## src/rtl/calc_pkg.sv

```systemverilog
// Shared calculator datapath definitions: divider FSM state encoding,
// default operand widths and the iteration counter width.
package calc_pkg;

  typedef enum logic [1:0] {
    IDLE = 2'd0,
    CALC = 2'd1,
    DONE = 2'd2
  } state_t;

  localparam int DIVIDEND_W_DEF = 8;
  localparam int DIVISOR_W_DEF  = 4;

  // Counter must hold the value DIVIDEND_W itself, hence the extra bit.
  function automatic int cnt_width(input int w);
    return $clog2(w) + 1;
  endfunction

  localparam int CNT_W_DEF = cnt_width(DIVIDEND_W_DEF);

endpackage

```

## src/rtl/seq_divider_if.sv

```systemverilog
// Operation/result handshake bundle between the calculator control FSM
// (master) and the sequential divider (slave).
interface seq_divider_if
  import calc_pkg::*;
#(
  parameter int DIVIDEND_W = DIVIDEND_W_DEF,
  parameter int DIVISOR_W  = DIVISOR_W_DEF
) ();

  logic                  in_valid;
  logic                  in_ready;
  logic [DIVIDEND_W-1:0] dividend;
  logic [DIVISOR_W-1:0]  divisor;
  logic                  out_valid;
  logic                  out_ready;
  logic [DIVIDEND_W-1:0] quotient;
  logic [DIVISOR_W-1:0]  remainder;
  logic                  div_by_zero;
  logic                  check_err;

  modport master (
    output in_valid, dividend, divisor, out_ready,
    input  in_ready, out_valid, quotient, remainder, div_by_zero, check_err
  );

  modport slave (
    input  in_valid, dividend, divisor, out_ready,
    output in_ready, out_valid, quotient, remainder, div_by_zero, check_err
  );

endinterface

```

## src/rtl/div_step.sv

```systemverilog
// One restoring-division iteration: shift the next dividend bit into the
// partial remainder, trial-subtract the divisor, keep the result if it
// did not go negative.
module div_step #(
  parameter int DIVISOR_W = 4
) (
  input  logic [DIVISOR_W:0]   rem_in,
  input  logic                 bit_in,
  input  logic [DIVISOR_W-1:0] divisor,
  output logic [DIVISOR_W:0]   rem_out,
  output logic                 q_bit
);

  logic [DIVISOR_W:0] t;
  logic [DIVISOR_W:0] d_ext;

  // Compare/subtract at DIVISOR_W+1 bits; an already-set MSB of the
  // incoming remainder would overflow the shift, so it forces a subtract.
  always_comb begin
    t       = {rem_in[DIVISOR_W-1:0], bit_in};
    d_ext   = {1'b0, divisor};
    q_bit   = rem_in[DIVISOR_W] | (t >= d_ext);
    rem_out = q_bit ? (t - d_ext) : t;
  end

endmodule

```

## src/rtl/seq_divider.sv

```systemverilog
// Sequential restoring divider, one quotient bit per cycle, MSB first.
// Optional build macro: SEQ_DIVIDER_SELFCHECK_EN -- when defined, the
// result is re-multiplied on entry to DONE and check_err flags a mismatch.
module seq_divider
  import calc_pkg::*;
#(
  parameter int DIVIDEND_W = DIVIDEND_W_DEF,
  parameter int DIVISOR_W  = DIVISOR_W_DEF
) (
  input logic         clk,
  input logic         rst,
  seq_divider_if.slave bus
);

  localparam int CNT_W = cnt_width(DIVIDEND_W);

  state_t                state, state_next;
  logic [DIVISOR_W:0]    pr, pr_next;
  logic [DIVIDEND_W-1:0] shreg, q_next;
  logic [DIVISOR_W-1:0]  dsr;
  logic [CNT_W-1:0]      count;
  logic                  q_bit;
  logic [DIVIDEND_W-1:0] quotient_r;
  logic [DIVISOR_W-1:0]  rem_r;
  logic                  dbz_r;
  logic                  fire_in, div_zero, last;

  assign bus.in_ready    = (state == IDLE) & ~rst;
  assign bus.out_valid   = (state == DONE);
  assign bus.quotient    = quotient_r;
  assign bus.remainder   = rem_r;
  assign bus.div_by_zero = dbz_r;

  assign fire_in  = bus.in_valid & bus.in_ready;
  assign div_zero = (bus.divisor == '0);
  assign last     = (state == CALC) && (count == CNT_W'(1));
  // Dividend bits leave at the MSB while quotient bits enter at the LSB.
  assign q_next   = {shreg[DIVIDEND_W-2:0], q_bit};

  div_step #(.DIVISOR_W(DIVISOR_W)) u_step (
    .rem_in  (pr),
    .bit_in  (shreg[DIVIDEND_W-1]),
    .divisor (dsr),
    .rem_out (pr_next),
    .q_bit   (q_bit)
  );

  // State register.
  always_ff @(posedge clk) begin
    if (rst) state <= IDLE;
    else     state <= state_next;
  end

  // Next-state: zero divisor short-circuits straight to DONE.
  always_comb begin
    state_next = state;
    case (state)
      IDLE:    if (fire_in) state_next = div_zero ? DONE : CALC;
      CALC:    if (count == CNT_W'(1)) state_next = DONE;
      DONE:    if (bus.out_ready) state_next = IDLE;
      default: state_next = IDLE;
    endcase
  end

  // Datapath: operand load, iteration, and result capture on entry to DONE.
  always_ff @(posedge clk) begin
    if (rst) begin
      pr         <= '0;
      shreg      <= '0;
      dsr        <= '0;
      count      <= '0;
      quotient_r <= '0;
      rem_r      <= '0;
      dbz_r      <= 1'b0;
    end else begin
      case (state)
        IDLE: if (fire_in) begin
          dsr <= bus.divisor;
          if (div_zero) begin
            quotient_r <= '1;
            rem_r      <= bus.dividend[DIVISOR_W-1:0];
            dbz_r      <= 1'b1;
          end else begin
            pr    <= '0;
            shreg <= bus.dividend;
            count <= CNT_W'(DIVIDEND_W);
          end
        end
        CALC: begin
          pr    <= pr_next;
          shreg <= q_next;
          count <= count - CNT_W'(1);
          if (last) begin
            quotient_r <= q_next;
            rem_r      <= pr_next[DIVISOR_W-1:0];
            dbz_r      <= 1'b0;
          end
        end
        default: ;
      endcase
    end
  end

`ifdef SEQ_DIVIDER_SELFCHECK_EN
  localparam int PW = DIVIDEND_W + DIVISOR_W;

  logic [DIVIDEND_W-1:0] dvd_r;
  logic [PW-1:0]         recon;
  logic                  chk_r;

  // Rebuild the dividend from the result being written this cycle, so the
  // flag lands together with out_valid.
  always_comb begin
    recon = PW'(q_next) * PW'(dsr) + PW'(pr_next[DIVISOR_W-1:0]);
  end

  // Keep the original dividend and register the comparison.
  always_ff @(posedge clk) begin
    if (rst) begin
      dvd_r <= '0;
      chk_r <= 1'b0;
    end else begin
      if (fire_in) dvd_r <= bus.dividend;
      if (fire_in && div_zero) chk_r <= 1'b0;
      else if (last)           chk_r <= (recon != PW'(dvd_r));
    end
  end

  assign bus.check_err = chk_r;
`else
  assign bus.check_err = 1'b0;
`endif

endmodule

```

## src/flat_wrapper.sv

```systemverilog
// flat-port wrapper written by rule: the top's interface ports become plain ports
module seq_divider_flat import calc_pkg::*;
#(
  parameter int DIVIDEND_W = DIVIDEND_W_DEF,
  parameter int DIVISOR_W  = DIVISOR_W_DEF
)
  (clk, rst, bus_in_valid, bus_dividend, bus_divisor, bus_out_ready, bus_in_ready, bus_out_valid, bus_quotient, bus_remainder, bus_div_by_zero, bus_check_err);
  seq_divider_if #(.DIVIDEND_W(DIVIDEND_W), .DIVISOR_W(DIVISOR_W)) bus_i ();
  input logic clk;
  input logic rst;
  input wire logic [$bits(bus_i.in_valid)-1:0] bus_in_valid;
  input wire logic [$bits(bus_i.dividend)-1:0] bus_dividend;
  input wire logic [$bits(bus_i.divisor)-1:0] bus_divisor;
  input wire logic [$bits(bus_i.out_ready)-1:0] bus_out_ready;
  output wire logic [$bits(bus_i.in_ready)-1:0] bus_in_ready;
  output wire logic [$bits(bus_i.out_valid)-1:0] bus_out_valid;
  output wire logic [$bits(bus_i.quotient)-1:0] bus_quotient;
  output wire logic [$bits(bus_i.remainder)-1:0] bus_remainder;
  output wire logic [$bits(bus_i.div_by_zero)-1:0] bus_div_by_zero;
  output wire logic [$bits(bus_i.check_err)-1:0] bus_check_err;
  assign bus_i.in_valid = bus_in_valid;
  assign bus_i.dividend = bus_dividend;
  assign bus_i.divisor = bus_divisor;
  assign bus_i.out_ready = bus_out_ready;
  assign bus_in_ready = bus_i.in_ready;
  assign bus_out_valid = bus_i.out_valid;
  assign bus_quotient = bus_i.quotient;
  assign bus_remainder = bus_i.remainder;
  assign bus_div_by_zero = bus_i.div_by_zero;
  assign bus_check_err = bus_i.check_err;
  seq_divider #(.DIVIDEND_W(DIVIDEND_W), .DIVISOR_W(DIVISOR_W)) u_core (.clk(clk), .rst(rst), .bus(bus_i));
endmodule
```

## config.mk

```make
export PLATFORM = sky130hd
export DESIGN_NAME = seq_divider_flat
export DESIGN_NICKNAME = d
export VERILOG_FILES = /design/src/rtl/calc_pkg.sv /design/src/rtl/seq_divider_if.sv /design/src/rtl/div_step.sv /design/src/rtl/seq_divider.sv /design/src/flat_wrapper.sv
export SDC_FILE = /design/constraint.sdc
export NUM_CORES = 1
export LEC_CHECK = 0
export ABC_CLOCK_PERIOD_IN_PS = 1700
export BUFFER_PORTS_ARGS = -buffer_cell sky130_fd_sc_hd__buf_2
export CAP_MARGIN = 20
export CORE_UTILIZATION = 50
export DETAILED_ROUTE_END_ITERATION = 8
export GPL_TIMING_DRIVEN = 0
export HOLD_SLACK_MARGIN = 0.12
export PLACE_DENSITY = 0.84
export SYNTH_ARGS = -nofsm -noshare
export SYNTH_HDL_FRONTEND = slang
export SYNTH_SLANG_ARGS = --single-unit
export TNS_END_PERCENT = 50
```

## constraint.sdc

```tcl
create_clock -name clk -period 1.7 [get_ports clk]
set_input_delay 0.34 -clock clk [delete_from_list [all_inputs] [get_ports clk]]
set_output_delay 0.34 -clock clk [all_outputs]
set_load 0.03 [all_outputs]
```

== Word-level counts from Yosys, hierarchy flattened ==
Index checks and enable logic that the tools add are counted.

* Add/sub/neg operators: 2
* $lt $le $gt $ge: 1
* Equality and inequality tests: 9
* Multiplexer cells: 27
* Bitwise logic cells: 4
* Reductions and logical operators: 8

{| class="wikitable"
|+ Operators with widths
! cell !! number
|-
| 8-bit two-way mux || 5
|-
| 8-bit case mux with 2 select lines || 2
|-
| 4-bit two-way mux || 5
|-
| 4-bit case mux with 2 select lines || 2
|-
| 5-bit two-way mux || 3
|-
| 5-bit case mux with 2 select lines || 1
|-
| 2-bit two-way mux || 4
|-
| 2-bit by 1-bit inequality test with 1-bit output, second input constant || 3
|-
| 2-bit inequality test, second input constant || 3
|-
| 2-bit case mux with 3 select lines || 1
|-
| 3-bit AND reduction || 2
|-
| 5-bit by 4-bit >= comparator with 1-bit output || 1
|-
| 5-bit by 4-bit subtractor with 5-bit output || 1
|-
| 4-bit by 1-bit equality test with 1-bit output, second input constant || 1
|-
| 4-bit zero test || 1
|-
| 4-bit AND reduction || 1
|-
| 4-bit by 1-bit subtractor with 4-bit output, second input constant || 1
|-
| 1-bit two-way mux || 3
|-
| 1-bit AND || 2
|-
| 2-bit by 1-bit equality test with 1-bit output, second input constant || 1
|-
| 2-bit equality test, second input constant || 1
|-
| 2-bit zero test || 1
|-
| 1-bit case mux with 2 select lines || 1
|-
| 2-bit AND reduction || 1
|-
| other kinds (4) || 4
|}

* Flip-flop bits (word level): 36
* Input bits: 16
* Output and inout bits: 16
* Word-level logic and storage cells: 59

== Longest topological paths before layout ==
Gate-level depths: netlist of the first run.

* Depth in word-level cells: 5
* Mapped depth: 8
* Depth with buffers taken out: 8

== Hierarchy ==
From an unflattened synthesis of the first run, not the netlist that was laid out.

* Cell total of the unflattened synthesis: 205
* Area total of the unflattened synthesis: 1981.9 um^2

{| class="wikitable"
|+ By module, submodules not included
! module !! times used !! cells an instance !! area an instance (um^2) !! sequential area each (um^2)
|-
| seq_divider || 1 || 171 || 1689.1 || 720.7
|-
| div_step || 1 || 34 || 292.8 || 0.0
|}

== Least setup slack after synthesis of the first run ==
No wires, ideal clock.

* Path type: register -> register
* Start: register u_core.dsr[1]
* End: register u_core.rem_r[2] (netlist: u_core.bus.remainder[2])
* Library setup time: 140 ps
* Arrival: 1695 ps
* Data required time: 1560 ps
* Setup slack: -135 ps
* Stages on the path, launching flop included: 8
* Buffers on the path: 0
* Clock period less this slack: 1835 ps
* Path through: dfxtp_1 -> inv_1 -> ha_1 -> nor2b_1 -> o311a_1 -> nor2_1 -> mux2i_1 -> a311oi_2

* Longest elaborated chain between the ends: 5
* Elaborated cells between the ends (all ways): 6
* Those cells by class: 1 x add/sub; 1 x order compare; 3 x mux; 1 x bitwise

{| class="wikitable"
|+ RTL lines
! what !! RTL line !! source
|-
| start: declaration || seq_divider.sv:20 || <nowiki>logic [DIVISOR_W-1:0] dsr;</nowiki>
|-
| start signal: assignment || seq_divider.sv:78 || <nowiki>dsr <= bus.divisor;</nowiki>
|-
| 5-bit by 4-bit >= comparator with 1-bit output || div_step.sv:22 || <nowiki>q_bit = rem_in[DIVISOR_W] | (t >= d_ext);</nowiki>
|-
| 1-bit bitwise OR || div_step.sv:22 ||
|-
| 5-bit two-way mux (*) || div_step.sv:23 || <nowiki>rem_out = q_bit ? (t - d_ext) : t;</nowiki>
|-
| 4-bit two-way mux (*) || seq_divider.sv:93 || <nowiki>if (last) begin</nowiki>
|-
| 4-bit case mux with 2 select lines (*) || seq_divider.sv:76 || <nowiki>case (state)</nowiki>
|-
| end signal: assignment || seq_divider.sv:81 || <nowiki>rem_r <= bus.dividend[DIVISOR_W-1:0];</nowiki>
|-
| end signal: assignment || seq_divider.sv:95 || <nowiki>rem_r <= pr_next[DIVISOR_W-1:0];</nowiki>
|-
| end: declaration || seq_divider.sv:24 || <nowiki>logic [DIVISOR_W-1:0] rem_r;</nowiki>
|}

Every way passes the cells marked *; elsewhere a longest branch is shown, timed or not. The select of a mux whose other input is x is not followed.
A chain may end at the register's enable or synchronous reset.

== Worst setup path after layout of the first run ==
* Start: register u_core.pr[0]
* End: register u_core.rem_r[1] (netlist: u_core.bus.remainder[1])

* Longest elaborated chain between the ends: 5
* Elaborated cells between the ends (all ways): 6
* Those cells by class: 1 x add/sub; 1 x order compare; 3 x mux; 1 x bitwise

{| class="wikitable"
|+ RTL lines
! what !! RTL line !! source
|-
| start: declaration || seq_divider.sv:18 || <nowiki>logic [DIVISOR_W:0] pr, pr_next;</nowiki>
|-
| start signal: assignment || seq_divider.sv:90 || <nowiki>pr <= pr_next;</nowiki>
|-
| 5-bit by 4-bit >= comparator with 1-bit output || div_step.sv:22 ||
|-
| 1-bit bitwise OR || div_step.sv:22 ||
|-
| 5-bit two-way mux (*) || div_step.sv:23 ||
|-
| 4-bit two-way mux (*) || seq_divider.sv:93 ||
|-
| 4-bit case mux with 2 select lines (*) || seq_divider.sv:76 ||
|}

Marked as above.

==> out/results.tsv, run 1 <==
metric	value	unit
Die W	62.82	µm
worst skew pair latency	0.29	ns
RSZ-0062 raised after global routing	yes	
PD cells	1049	nW/µm²
leakage	0.9492	nW
layout cells sized above 1	0.3876	
Gate Count Post-Synth	215	
hold_ws	0.3264	ns
Max Freq	570.7	MHz
Clock Pin Slew Worst Setup and Hold Paths	0.07	ns
WP data arrival	1.95	ns
Synth Net Count	238	
CORE AREA	3442	µm²
Routed WL	4.716	mm
Final Worst Setup Slack	-0.05213	ns
VDD IR max	0.5968	mV
aggregate global routing overflow	0	
flop2flop setup slack	-0.05	ns
Setup violations, final	4	
Ant. Diodes	0	
H-tree depth	2	
Crit. End Element	register	
Final Instance Area	2385	µm²
drt via density	5.539	
kind of critical path	reg2reg	
Max Slew Vio Count	0	
worst path cell trace	ha_4, nor2b_4, o311a_4, o21ai_0, nand3b_1, a311oi_2	
Critical Path Max Stage Delay	0.37	ns
CTS sink count	36	
Max clock buf depth	2	
wire per inst	15.51	µm
DR iter-0 viols	143	
Mapped Area	1849	µm²
Initial Utilization	0.5373	
worst path buffer plus inverter count	0	
I/O pins	32	
post-synthesis cell type count	43	
ys async rst share	0	
Worst EP required	1.90	ns
Pwr Total	2.503	mW
Synth top area share	0.3897	
Synth area leader	dfxtp_1	
most frequent cells in the layout	nor2_1, buf_2, dfxtp_1	
largest net degree at the start of global routing	12	
outcome	finished, violations left	
Slew headroom	0.5842	
startpoint types	register	
initial antenna violation count	0	
Yosys reg bits	36	
EDFF count, synth	0	
commonest non-fill, non-tap cell in the layout	nor2_1	
PortBufs	30	
GP Congestion	0.7920	
Critical Path Stages	6	
vias in the first global route	1665	
syn_area_per_cell	8.601	µm²
min cycle time layout	1.752	ns
dpl cell area	2100	µm²
top post-synthesis cells by area	dfxtp_1, nor2_1, a311oi_2	
critical path's slowest cell	dfxtp_4	
DRC viols	0	
max-cap violation count	0	
worst hold-check path type	in2reg	
total track usage	0.2499	
ys flop type	dfxtp_1	
failing checks	negative setup slack	
Syn. warnings	0	
Post-DP HPWL	3.024	mm
Die Ht	62.82	µm
Antenna Violating Nets Remaining	0	
TritonCTS Buffers	5	
Post-Route M1 WL	1.959	mm
die area	3946	µm²
max layer used	met4	
TritonCTS clock tree	built	
Pre-antenna DRT Iters	4	
Final period util	1.031	
Via Count	1684	
hold depth	3	
Root Buffer	clkbuf_8	
row count	21	
met2 WL	2.423	mm
final net count	280	
Final Hold Violating Endpoints	0	
fin util	0.6928	
first-pass GRT wire length	7.665	mm
setup TNS	-0.1244	ns
hold_buf cts	0	
R2R cell count	6	
met3 WL post-DR	258	µm
crit path max fanout	4	
Seq/Total Area, Yosys	0.3897	
Area Growth Syn to Fin	28.96	%
family with the most delay on the worst path	compound AO/OA/AOI/OAI gates	
Worst Skew	0.003438	ns
Worst Tran Pin Value	0.6237	ns
-- layer usage --
layer,track usage,up-vias
met5,0,-
met4,0.1134,0
met3,0.05657,8
met2,0.4389,54
met1,0.2857,789
li1,-,833
-- cells by family after synthesis --
| family | synth area share |
|---|---|
| buf+inv | 0.05615 |
| mux | 0.01624 |
| simple gates | 0.2490 |
| xor+xnor | 0.01421 |
| flops | 0.3897 |
| other cells | 0.002028 |
| fa+ha+maj | 0.05142 |
| compound gates | 0.2212 |
-- cell type report --
type	instances	area, µm²
plain buffers	14	95.09
clock buffers	6	72.57
clock inverters	2	35.03
fillers	280	1057
inverters	7	26.28
multi-input cells	158	1177
flip-flops and latches	36	729.5
well taps	46	57.56
repair buffers	35	191.4
-- sequential cells by signal, summed over array words and instances (netlist names) --
| register | count |
|---|---|
| u_core.bus.remainder | 4 |
| u_core.shreg | 8 |
| u_core.pr | 5 |
| u_core.bus.div_by_zero | 1 |
| u_core.state | 2 |
| u_core.bus.quotient | 8 |
| u_core.dsr | 4 |
| u_core.count | 4 |
-- synth_stat cells (2+ instances only) --
cell type and count:
nand3b_1 3, mux2i_1 3, dfxtp_1 36, clkbuf_1 4
nand2_1 26, o21a_1 2, buf_2 5, buf_4 3
a311oi_2 10, xnor2_1 2, ha_1 6, nor2_1 45
a211oi_1 8, nor2b_1 6, nor3b_1 2, nor3_1 9
inv_1 7, o41ai_1 2, a21oi_1 12
-- what timing repair did --
action                                  4_1_cts  5_1_grt
pin swaps                                     3        3
buffers inserted                              1        3
gates cloned                                  0        1
endpoints found under the setup margin       22       22
gates resized for setup                      20       24
-- worst min-delay path, delay by kind of cell --
family          cells  cell delay (ns)
simple gates        1             0.06
compound gates      1             0.09
buf+inv             1             0.09
-- stage by stage --
stage | setup slack [ns] | cells
global route | -0.1063 | 304
floorplan | -0.04269 | 215
finish | -0.05213 | 304
CTS | -0.05654 | 300
detailed placement | -0.2798 | 291
global placement | -0.2699 | 291
-- worst paths after layout --
kind	from	endpoint
max	u_core.pr[0]	u_core.bus.remainder[1]
min	bus_dividend[7]	u_core.shreg[7]
max reg2reg	u_core.pr[0]	u_core.bus.remainder[1]
min reg2reg	u_core.bus.quotient[1]	u_core.bus.quotient[1]
-- power breakdown --
group	internal, mW	total (mW)	switching, mW
registers	0.921	0.987	0.0665
clock network	0.435	0.750	0.315
logic	0.334	0.765	0.431
total	1.69	2.50	0.813
Note: power is estimated with default switching activity, not from simulation.
==> run 2, diff against run 1 <==
Settings changed: BUFFER_PORTS_ARGS -buffer_cell sky130_fd_sc_hd__buf_2 to unset, CORE_UTILIZATION 50 to 56, DONT_BUFFER_PORTS set to 1, PLACE_DENSITY 0.84 to 0.83.
==> run 2 against run 1 <==
The flow still finishes with violations (negative setup slack); via count down 4.4%; global-route usage up 1.3 points; clock skew up 0.0033 ns; first-iteration DRC count down 43%; hold slack worse by 0.19 ns; critical path depth unchanged; die area down 10%; maximum frequency down 0.59%; sequential power about the same; final cell count down 8.9%; clock power down 19%; largest power group unchanged.
==> out/results.tsv, run 2 (synthesized netlist as in run 1, its figures left out) <==
metric	value	unit
failing checks	negative setup slack	
initial antenna violation count	0	
total track usage	0.2626	
internal power	1.559	mW
crit path max fanout	4	
Final Non-Filler Cells	277	
Worst Skew	0.006745	ns
leakage	0.8175	nW
hold depth	2	
Die Ht	59.47	µm
RR Endpoint	u_core.bus.remainder[2]	
Place WS	-0.2283	ns
PD cells	1041	nW/µm²
Ant. Diodes	0	
fin util	0.7266	
Initial Utilization	0.5960	
Max Slew Vio Count	0	
net switching power	788.7	µW
hold endpoint	u_core.dsr[0]	
min cycle time layout	1.763	ns
outcome	finished, violations left	
HP Start	bus_divisor[0]	
PortBufs	0	
vias in the first global route	1507	
R2R cell count	6	
Worst EP required	1.92	ns
Slew headroom	0.5971	
Net Sw Frac	0.3360	
TritonCTS Buffers	5	
Setup violations, final	4	
WP data arrival	1.98	ns
hold_ws	0.1319	ns
setup TNS	-0.09323	ns
wire per inst	16.13	µm
Area Growth Syn to Fin	21.92	%
Crit. End Element	register	
flop2flop setup slack	-0.06	ns
worst skew pair latency	0.35	ns
commonest non-fill, non-tap cell in the layout	nor2_1	
Die W	59.47	µm
Max clock buf depth	2	
DR iter-0 viols	82	
aggregate global routing overflow	0	
Worst Tran Pin Value	0.6044	ns
die area	3536	µm²
Via Count	1610	
Comb pwr share	0.310	
GP Congestion	0.9166	
VDD IR max	0.5881	mV
startpoint types	register	
DRC viols	0	
Final Instance Area	2255	µm²
first-pass GRT wire length	6.720	mm
Post-DP HPWL	2.823	mm
max-cap violation count	0	
drt via density	5.812	
Max Freq	567.3	MHz
RSZ-0062 raised after global routing	yes	
Pwr Total	2.348	mW
layout cells sized above 1	0.3176	
row count	20	
sequential share of power	0.432	
kind of critical path	reg2reg	
placed insts	259	
dpl cell area	1947	µm²
Final period util	1.037	
CTS sink count	36	
Clock Pin Slew Worst Setup and Hold Paths	0.11	ns
most frequent cells in the layout	nor2_1, dfxtp_1, nand2_1	
H-tree depth	2	
CORE AREA	3103	µm²
worst hold-check path type	in2reg	
clock share of power	0.258	
Antenna Violating Nets Remaining	0	
Final Worst Setup Slack	-0.06259	ns
largest net degree at the start of global routing	12	
Root Buffer	clkbuf_4	
Crit Reg-Reg Startpoint	u_core.pr[0]	
I/O pins	32	
Routed WL	4.469	mm
Pre-antenna DRT Iters	4	
final net count	255	
TritonCTS clock tree	built	
Final Hold Violating Endpoints	0	
==> run 2: cell count changes in the layout (fill, tap and decap cells not counted), sizes merged <==
cell,change
buf,-30
dlygate4sd3,+3
clkbuf,+2
==> run 2: how the worst max path moves through the flow <==
stage               startpoint                      end  slack (ns)  depth (start not counted)
2_1_floorplan    u_core.dsr[1]  u_core.bus.remainder[2]       -0.04                          7
3_3_place_gp   u_core.count[0]  u_core.bus.remainder[1]       -0.20                          7
3_5_place_dp   u_core.count[0]   u_core.bus.quotient[0]       -0.23                          7
4_1_cts           u_core.pr[0]  u_core.bus.remainder[2]       -0.03                          6
5_1_grt           u_core.pr[0]  u_core.bus.remainder[2]        -0.1                          6
6_report          u_core.pr[0]  u_core.bus.remainder[2]       -0.06                          6
==> run 2: power by group through the flow <==
stage               clock network (mW)  registers (mW)  logic [mW]
finish                           0.606            1.01       0.729
detailed placement                   0            1.02       0.550
global placement                     0            1.02       0.542
global route                     0.642            1.02       0.790
floorplan                            0            1.01       0.464
CTS                              0.612            1.01       0.639
==> run 2: critical path, cell delays in order (launching register included) <==
cell	delay (ns)
dfxtp_4	0.38
ha_4	0.24
nor2b_4	0.13
o311a_4	0.34
nor2_4	0.14
mux2i_2	0.28
a311oi_2	0.12
==> run 2: per-layer routing <==
layer	global-route usage	vias up	share of wire
met4	0.1327	0	0.017
met5	0	-	0
met1	0.3038	761	0.42
met2	0.4238	55	0.50
li1	-	786	-
met3	0.09607	8	0.068
==> run 2: final cells by class <==
cell class / count / area [µm²]
fill: 250 / 848.3
buffer: 14 / 100.1
clock inverter: 2 / 35.03
sequential: 36 / 729.5
tap: 44 / 55.05
clock buffer: 6 / 41.29
inverter: 7 / 26.28
multi-input combinational: 158 / 1185
timing repair buffer: 10 / 82.58
==> run 2: what timing repair did <==
item / 4_1_cts / 5_1_grt
buffers inserted: 4 / 2
gates cloned: 1 / 0
hold buffers: 2 / 1
gates resized for setup: 21 / 23
setup endpoints to repair: 22 / 24
endpoints found under the hold margin: 2 / 1
pin swaps: 3 / 3
==> run 3, diff against run 2 <==
Settings changed: SYNTH_HIERARCHICAL set to 1.
==> run 3 against run 2 <==
The flow still finishes with violations (negative setup slack); non-clock buffer count is the same; clock skew is essentially flat; maximum frequency shrank 3.9%; critical path type unchanged; critical endpoint is now u_core/bus.remainder[2].
==> out/results.tsv, run 3 <==
metric	value	unit
Setup violations, final	8	
Root Buffer	clkbuf_4	
Die Ht	61.49	µm
setup TNS	-0.5213	ns
Pwr Total	2.274	mW
Initial Utilization	0.5893	
startpoint types	register	
ys flop type	dfxtp_1	
Synth top area share	0.3636	
EDFF count, synth	0	
ys async rst share	0	
Post-DP HPWL	3.326	mm
Yosys reg bits	36	
RSZ-0062 raised after global routing	yes	
Crit. End Element	register	
post-synthesis cell type count	53	
Final period util	1.079	
total track usage	0.2794	
max-cap violation count	0	
Sequential Area	733.2	µm²
DR iter-0 viols	107	
Via Count	1663	
DRC viols	0	
PortBufs	0	
fillers	290	
Seq/Total Area, Yosys	0.3636	
aggregate global routing overflow	0	
Max Freq	545.3	MHz
most frequent cells in the layout	dfxtp_1, nand2_1, buf_4, nor2_1, o21ai_0	
Gate Count Post-Synth	205	
most common library cells after synthesis	dfxtp_1, nand2_1, inv_1	
layout cells sized above 1	0.3274	
Synth Net Count	228	
min cycle time layout	1.834	ns
crit path max fanout	4	
Routed WL	4.968	mm
Area Growth Syn to Fin	16.92	%
Mapped Area	1982	µm²
H-tree depth	2	
GP Congestion	0.8327	
Final Hold Violating Endpoints	0	
Clock Pin Slew Worst Setup and Hold Paths	0.10	ns
syn_area_per_cell	9.668	µm²
TritonCTS clock tree	built	
kind of critical path	reg2reg	
Ant. Diodes	0	
largest net degree at the start of global routing	12	
Max Slew Vio Count	0	
failing checks	negative setup slack	
area of the multi-input gates	1210	µm²
drt via density	6.182	
VDD IR max	0.5949	mV
I/O pins	32	
first-pass GRT wire length	7.452	mm
WP data arrival	2.05	ns
worst skew pair latency	0.34	ns
outcome	finished, violations left	
Syn. warnings	6	
Worst Skew	0.006742	ns
die area	3781	µm²
initial antenna violation count	0	
count leader, synth	dfxtp_1	
CTS sink count	36	
top post-synthesis cells by area	dfxtp_1, nand2_1, ha_1	
Die W	61.49	µm
Synth area leader	dfxtp_1	
leakage	0.8332	nW
Antenna Violating Nets Remaining	0	
Slew headroom	0.5864	
Max clock buf depth	2	
CORE AREA	3363	µm²
Pre-antenna DRT Iters	4	
final net count	245	
TritonCTS Buffers	5	
vias in the first global route	1613	
Final Worst Setup Slack	-0.1340	ns
Worst Tran Pin Value	0.6204	ns
Worst EP required	1.91	ns
row count	21	
commonest non-fill, non-tap cell in the layout	dfxtp_1	
wire per inst	18.47	µm
PD cells	981.3	nW/µm²
worst hold-check path type	in2reg	
==> run 3: changes by cell type after synthesis, sizes merged, moves of 3 or more <==
cell    delta
o221a      +8
a21oi      -3
a311oi     -6
a221oi     +7
nand2      -4
o211ai     +6
nand2b     +4
o21ai     +11
inv        +6
nor2      -34
==> run 3: layer usage <==
metal	part of all wire	up-vias	wire, µm	GRT usage
li1	-	793	-	-
met1	0.41	798	2055	0.3312
met4	0.032	0	157	0.1556
met5	0	-	0	0
met3	0.073	11	361	0.09454
met2	0.48	61	2394	0.4424
==> run 3: final timing paths <==
| path | start | end | slack (ns) | cells after the start |
|---|---|---|---|---|
| max | u_core/pr[0] | u_core/bus.remainder[2] | -0.13 | 7 |
| min | bus_dividend[2] | u_core/bus.remainder[2] | 0.18 | 2 |
| max reg2reg | u_core/pr[0] | u_core/bus.remainder[2] | -0.13 | 7 |
| min reg2reg | u_core/dsr[2] | u_core/dsr[2] | 0.49 | 2 |
==> run 3: final cells by class <==
type | count | area share
plain buffers | 14 | 0.04482
clock buffers | 6 | 0.01782
clock inverters | 2 | 0.01512
inverters | 13 | 0.02214
multi-input cells | 142 | 0.5221
flip-flops and latches | 36 | 0.3164
well taps | 46 | 0.02484
repair buffers | 10 | 0.03672
==> run 3: critical path: stages (launching register included) <==
cell and delay, ns:
dfxtp_4 0.37, ha_4 0.24, nor2b_4 0.13, o31a_4 0.31, nor2_8 0.15, mux2_4 0.33
nand2_4 0.08, a311oi_2 0.09
==> run 3: power breakdown <==
part           switching [mW]  total (mW)  leakage [nW]  internal, mW
combinational           0.352       0.679         0.493         0.327
sequential             0.0910        1.00         0.298         0.912
clock                   0.283       0.591        0.0422         0.308
total                   0.726        2.27         0.833          1.55
==> run 3: what timing repair did <==
| action | in CTS | in global routing |
|---|---|---|
| hold buffers | 4 | 0 |
| cloned | 0 | 0 |
| pin swaps | 7 | 2 |
| setup buffers | 6 | 0 |
| endpoints found under the setup margin | 20 | 13 |
| hold endpoints to repair | 4 | 0 |
| resized for setup | 17 | 17 |
==> run 3: per-stage QoR <==
stage | hold slack, ns | area, µm² | setup WS (ns) | util | cells
after floorplan | 0.4360 | 1999 | -0.07349 | - | 205
after global placement | 0.4451 | 2057 | -0.2230 | 0.6116 | 251
after detailed placement | 0.4571 | 2057 | -0.2765 | 0.6116 | 251
after CTS | 0.1702 | 2293 | -0.1108 | 0.6819 | 269
after global routing | 0.1734 | 2317 | -0.1790 | 0.6890 | 269
final | 0.1847 | 2317 | -0.1340 | 0.6890 | 269
==> run 3: cells by family after synthesis <==
kind of cell	Yosys count	share of synthesized area
xor+xnor	1	0.004420
compound gates	67	0.2980
mux	6	0.03283
simple gates	60	0.1793
fa+ha+maj	7	0.04798
flops	36	0.3636
buf+inv	27	0.07197
other cells	1	0.001892
